===== config.mk =====
export PLATFORM = sky130hd
export DESIGN_NAME = text_ram_writer
export DESIGN_NICKNAME = d
export VERILOG_FILES = /design/src/rtl/text_ram_writer.sv
export SDC_FILE = /design/constraint.sdc
export NUM_CORES = 1
export LEC_CHECK = 0
export BUFFER_PORTS_ARGS = -buffer_cell sky130_fd_sc_hd__buf_2
export CORE_MARGIN = 10
export CORE_UTILIZATION = 60
export DETAILED_ROUTE_END_ITERATION = 7
export PLACE_DENSITY = 0.89
export SYNTH_ARGS = -nofsm -noshare
export SYNTH_HDL_FRONTEND = slang
export SYNTH_SLANG_ARGS = --single-unit
export TNS_END_PERCENT = 1

===== constraint.sdc =====
create_clock -name clk -period 5 [get_ports clk]
set_input_delay 0.25 -clock clk [delete_from_list [all_inputs] [get_ports clk]]
set_output_delay 0.25 -clock clk [all_outputs]
set_load 0.1 [all_outputs]

===== src/rtl/text_ram_writer.sv =====
// -----------------------------------------------------------------------------
// text_ram_writer
//   Write side of the character text RAM read by the VGA text path. Bytes
//   arrive from upstream (UART RX / keyboard) over a valid/ready handshake and
//   are turned into text-RAM writes at a cursor. CR, backspace, form feed and a
//   full-screen clear are handled here. ram_busy tells the VGA renderer that
//   the RAM is being rewritten.
//
//   COLS*ROWS must not exceed 256 (8-bit cell address).
//
// Ports
//   clk         in   1  system clock, single domain
//   reset       in   1  asynchronous, active-low reset
//   char_data   in   8  incoming byte
//   char_valid  in   1  char_data valid
//   char_ready  out  1  block can accept a byte this cycle
//   clear       in   1  full-screen clear request (level, sampled in IDLE)
//   wr_en       out  1  text RAM write strobe, one cycle per write
//   wr_addr     out  8  text RAM write address
//   wr_data     out  8  text RAM write data
//   ram_busy    out  1  RAM is being rewritten (high during every write)
//   cursor      out  8  current cursor cell, 0..COLS*ROWS-1
// -----------------------------------------------------------------------------
module text_ram_writer #(
    parameter int         COLS  = 16,
    parameter int         ROWS  = 16,
    parameter logic [7:0] BLANK = 8'h20
) (
    input  logic       clk,
    input  logic       reset,
    input  logic [7:0] char_data,
    input  logic       char_valid,
    output logic       char_ready,
    input  logic       clear,
    output logic       wr_en,
    output logic [7:0] wr_addr,
    output logic [7:0] wr_data,
    output logic       ram_busy,
    output logic [7:0] cursor
);

    localparam int         CELLS          = COLS * ROWS;
    localparam logic [7:0] COLS8          = 8'(COLS);
    localparam logic [7:0] LAST_CELL      = 8'(CELLS - 1);
    localparam logic [7:0] LAST_ROW_START = 8'(CELLS - COLS);

    localparam logic [7:0] CH_BS = 8'h08;
    localparam logic [7:0] CH_FF = 8'h0C;
    localparam logic [7:0] CH_CR = 8'h0D;

    typedef enum logic {
        IDLE,
        CLEAR
    } state_t;

    state_t     state_q, state_d;
    logic [7:0] cursor_q, cursor_d;
    logic       wr_en_q, wr_en_d;
    logic [7:0] wr_addr_q, wr_addr_d;
    logic [7:0] wr_data_q, wr_data_d;
    logic       busy_q, busy_d;

    logic       accept;
    logic       start_clear;
    logic [7:0] row_start;

    // Ready is derived from the state register and the clear input so that a
    // clear request and a byte offered in the same cycle can never both be
    // taken: upstream sees ready low in exactly the cycle the clear wins.
    assign char_ready = (state_q == IDLE) && !clear;
    assign accept     = char_valid && char_ready;
    assign row_start  = cursor_q - (cursor_q % COLS8);

    always_comb begin
        // NOTE: every signal written here gets a default first, so no path
        // through the case statements leaves one unassigned and infers a latch.
        state_d     = state_q;
        cursor_d    = cursor_q;
        wr_en_d     = 1'b0;
        wr_addr_d   = wr_addr_q;
        wr_data_d   = wr_data_q;
        start_clear = 1'b0;

        case (state_q)
            IDLE: begin
                if (clear) begin
                    start_clear = 1'b1;
                end else if (accept) begin
                    case (char_data)
                        CH_CR: begin
                            cursor_d = (cursor_q >= LAST_ROW_START) ? 8'd0
                                                                    : row_start + COLS8;
                        end
                        CH_BS: begin
                            if (cursor_q != 8'd0) begin
                                cursor_d  = cursor_q - 8'd1;
                                wr_en_d   = 1'b1;
                                wr_addr_d = cursor_q - 8'd1;
                                wr_data_d = BLANK;
                            end
                        end
                        CH_FF: start_clear = 1'b1;
                        default: begin
                            if (char_data >= 8'h20 && char_data <= 8'h7E) begin
                                wr_en_d   = 1'b1;
                                wr_addr_d = cursor_q;
                                wr_data_d = char_data;
                                cursor_d  = (cursor_q == LAST_CELL) ? 8'd0
                                                                    : cursor_q + 8'd1;
                            end
                        end
                    endcase
                end
            end

            CLEAR: begin
                // The registered write strobe doubles as the clear counter:
                // wr_addr_q holds the cell written last. Straight out of reset
                // no write is showing, so the sweep starts at cell 0.
                if (wr_en_q && wr_addr_q == LAST_CELL) begin
                    state_d = IDLE;
                end else begin
                    wr_en_d   = 1'b1;
                    wr_addr_d = wr_en_q ? wr_addr_q + 8'd1 : 8'd0;
                    wr_data_d = BLANK;
                end
            end

            default: state_d = IDLE;
        endcase

        // Clear entry emits the write of cell 0 on the same edge.
        if (start_clear) begin
            state_d   = CLEAR;
            cursor_d  = 8'd0;
            wr_en_d   = 1'b1;
            wr_addr_d = 8'd0;
            wr_data_d = BLANK;
        end

        busy_d = wr_en_d;
    end

    // Reset parks the block in CLEAR so power-up always blanks the screen.
    always_ff @(posedge clk or negedge reset) begin
        // NOTE: state registers use non-blocking assignments so every register
        // samples the pre-edge values, independent of statement order.
        if (!reset) begin
            state_q   <= CLEAR;
            cursor_q  <= 8'd0;
            wr_en_q   <= 1'b0;
            wr_addr_q <= 8'd0;
            wr_data_q <= 8'd0;
            busy_q    <= 1'b1;
        end else begin
            state_q   <= state_d;
            cursor_q  <= cursor_d;
            wr_en_q   <= wr_en_d;
            wr_addr_q <= wr_addr_d;
            wr_data_q <= wr_data_d;
            busy_q    <= busy_d;
        end
    end

    assign wr_en    = wr_en_q;
    assign wr_addr  = wr_addr_q;
    assign wr_data  = wr_data_q;
    assign ram_busy = busy_q;
    assign cursor   = cursor_q;

endmodule


==> impl_metrics.env <==
export IMPL_power_density_nw_per_um2=349.7
export IMPL_drtIter0Drc=191
export IMPL_r2r_slack_ns=2.45
export IMPL_die_w_um=77.76
export IMPL_tritoncts="yes"
export IMPL_p_clk_share_pct=12.9
export IMPL_rr_startpoint="cursor[0]"
export IMPL_peakVddDrop_uv=280.9
export IMPL_start_kind="flip-flop"
export IMPL_min_from="char_data[0]"
export IMPL_cp_required_ns=5.24
export IMPL_holdPathStages=3
export IMPL_die_h_um=77.76
export IMPL_worst_slack_ns=2.454
export IMPL_status="complete, no violations"
export IMPL_p_sw_uw=420.3
export IMPL_endpoint_kind="flip-flop"
export IMPL_dp_hpwl_um=3824
export IMPL_antenna_found_initial=0
export IMPL_p_sw_share_pct=54.08
export IMPL_relSlewSlack_pct=51.16
export IMPL_grt_pass1_vias=1848
export IMPL_layout_drive_gt1_share_pct=22.22
export IMPL_fmax_mhz=392.7
export IMPL_cts_buffers=3
export IMPL_grt_usage_pct=17.18
export IMPL_drt_first_pass_iters=5
export IMPL_worst_pin_slew_ns=0.7299
export IMPL_syn_area_per_cell_um2=8.704
export IMPL_fin_setup_tns_ns=0
export IMPL_dieArea_um2=6047
export IMPL_pre_cts_ws_ns=2.495
export IMPL_ys_types=53
export IMPL_grt_first_pass_wirelength_um=8901
export IMPL_period_needed_ns=2.546
export IMPL_synth_area_top_cells="dfrtp_1 (31%), ha_1 (8.1%), nand2_1 (5.4%)"
export IMPL_worst_clock_skew_ns=0.003763
export IMPL_synth_async_sr_flop_share_pct=100.0
export IMPL_seq_power_share_pct=38.3
export IMPL_core_area_um2=3128
export IMPL_r2r_end="wr_addr[4]"
export IMPL_yosysTopAreaCellShare_pct=31.25
export IMPL_drv_cap=0
export IMPL_synth_ff_type="dfrtp_1"
export IMPL_filler_cell_count=258
export IMPL_register_area_um2=678.2
export IMPL_cts_path_max_buffers=2
export IMPL_period_share_pct=50.93
export IMPL_core_rowCount=20
export IMPL_finalPower_uw=777.1
export IMPL_grt_max_degree=28
export IMPL_routed_via_density=6.413
export IMPL_gp_congestion=0.9828
export IMPL_synth_yosys_seq_area_share_pct=33.88
export IMPL_drt_total_wl_um=5107
export IMPL_cts_resized=0
export IMPL_fin_nets=287
export IMPL_syn2layout_area_growth_pct=11.00
export IMPL_drc_errors=0
export IMPL_syn_inst=230
export IMPL_rr_worst_depth=8
export IMPL_antenna_left=0
export IMPL_fin_util_pct=71.04
export IMPL_gr_total_overflow=0
export IMPL_synth_seq_cells=27
export IMPL_port_buffers=38
export IMPL_rsz0062_at_grt="false"
export IMPL_netlist_area_um2=2002
export IMPL_dr_total_vias=1956
export IMPL_antenna_cells=0
export IMPL_cts_root_buf="clkbuf_4"
export IMPL_finalMaxSlewViolations=0
export IMPL_detail_route_wl_per_cell_um=16.74
export IMPL_start_util_pct=64.00
export IMPL_dpl_cell_count=300
export IMPL_clk_insertion_delay_late_ns=0.33
export IMPL_hold_class="input port to flip-flop"
export IMPL_multi_input_area_um2=1217
export IMPL_leakagePower_uw=0.001020
export IMPL_critPathArrivalTime_ns=2.79
export IMPL_power_frac_comb_pct=48.9
export IMPL_crit_path_max_fanout=13
export IMPL_clk_pin_slew_ns=0.16
export IMPL_setup_viol=0
export IMPL_io_pins=39
export IMPL_yosys_warnings=0
export IMPL_synth_edf_count=0
export IMPL_internal_power_uw=356.8
export IMPL_cts_num_sinks=27
export IMPL_yosys_area_top_type="dfrtp_1"
export IMPL_htree_levels=1
export IMPL_holdPathEnd="wr_data[0]"
export IMPL_synth_fp_nets=255
export IMPL_hold_viol=0
export IMPL_layoutNonFillerInstCount=305
export IMPL_crit_type="flip-flop to flip-flop"
-- state kept, by name, indices dropped and copies added, names as in the netlist --
name and flops:
cursor 8, ram_busy 1, state_q 1, wr_addr 8
wr_data 8, wr_en 1
-- cells by family after synthesis --
group	Yosys count	synth area share [%]
adders and majority gates	13	8.125
xor gates and xnor gates	10	4.375
buffers and inverters	22	5.312
and+or+nand+nor	87	21.62
DFF	27	33.87
AOI/OAI and AO/OA	71	26.69
-- what timing repair did --
item                                   in CTS  in global routing
hold buffers                                1                  0
endpoints found under the hold margin      25                  0
setup endpoints to repair                   0                  0
setup buffers                               0                  0
-- power by group through the flow --
stage | clock, uW | sequential [uW] | combinational [uW]
floorplan | 0 | 502 | 99.7
global placement | 0 | 298 | 375
detailed placement | 0 | 299 | 380
CTS | 102 | 296 | 382
global route | 115 | 303 | 402
finish | 100 | 297 | 380
-- Yosys cell counts, types with 2 or more instances --
master and count:
a211oi_1 3, a21oi_1 10, a22o_1 2, a22oi_1 4, a31oi_1 5, and2_1 4, and3_1 5, buf_4 2
buf_6 2, clkbuf_1 8, dfrtp_1 25, dfstp_2 2, ha_1 13, inv_1 9, nand2_1 29, nand3_1 12
nor2_1 18, nor3_1 7, nor3b_1 2, nor4_1 2, o21ai_0 18, o31ai_1 5, o32ai_1 3, o41ai_1 3
xnor2_1 6, xor2_1 4
-- stage by stage --
| step | area (um2) | hold WS, ns |
|---|---|---|
| final | 2222 | 0.1765 |
| after CTS | 2222 | 0.1753 |
| after global routing | 2222 | 0.1609 |
| after detailed placement | 2182 | 0.2982 |
| after global placement | 2182 | 0.2919 |
| after floorplan | 2002 | -0.04559 |
-- layout by cell type, fill, tap and decap left out, types with 2 or more instances in the layout --
cell type	count
o21ai_0	18
o32ai_1	3
a211oi_1	3
nor3_1	7
a22oi_1	4
nor2_1	18
o41ai_1	3
xor2_1	4
dfstp_2	2
nor3b_1	2
o31ai_1	5
xnor2_1	6
a22o_1	2
clkbuf_4	3
nand2_1	29
nor4_1	2
a21oi_1	10
ha_1	13
buf_2	38
and3_1	5
inv_1	9
nand3_1	12
a31oi_1	5
dfrtp_1	25
and2_1	4
-- how the worst max path moves through the flow --
stage | slack, ns | from | end
floorplan | 2.13 | state_q | wr_data[0]
global placement | 2.55 | cursor[0] | wr_addr[4]
detailed placement | 2.50 | char_data[1] | wr_addr[2]
CTS | 2.49 | cursor[0] | wr_addr[4]
global route | 2.18 | cursor[0] | wr_addr[2]
finish | 2.45 | cursor[0] | wr_addr[4]
-- final cells by class --
cell class              count  share of cell area (%)
clock buffers               3                   1.014
clock inverters             1                  0.3378
inverters                   9                   1.520
multi-input cells         181                   54.79
flip-flops and latches     27                   30.52
well taps                  44                   2.477
repair buffers             40                   9.347
-- metal layers --
layer  share of wire (%)  wire, um  vias to the layer above  track usage [%]
met5                   0         0                        -                0
met4                 2.2       110                        0            6.022
met3                 9.9       508                       12            4.839
met2                  45      2289                      111            26.45
met1                  43      2198                      918            22.43
li1                    -         -                      915                -
-- critical path: stages (launching register included) --
cell	delay (ns)
dfrtp_1	0.51
inv_1	0.15
ha_1	0.21
nor3b_1	0.58
and3_1	0.23
o21ai_0	0.08
a31oi_1	0.22
inv_1	0.21
a22o_1	0.25
(Power assumes the default switching activity.)
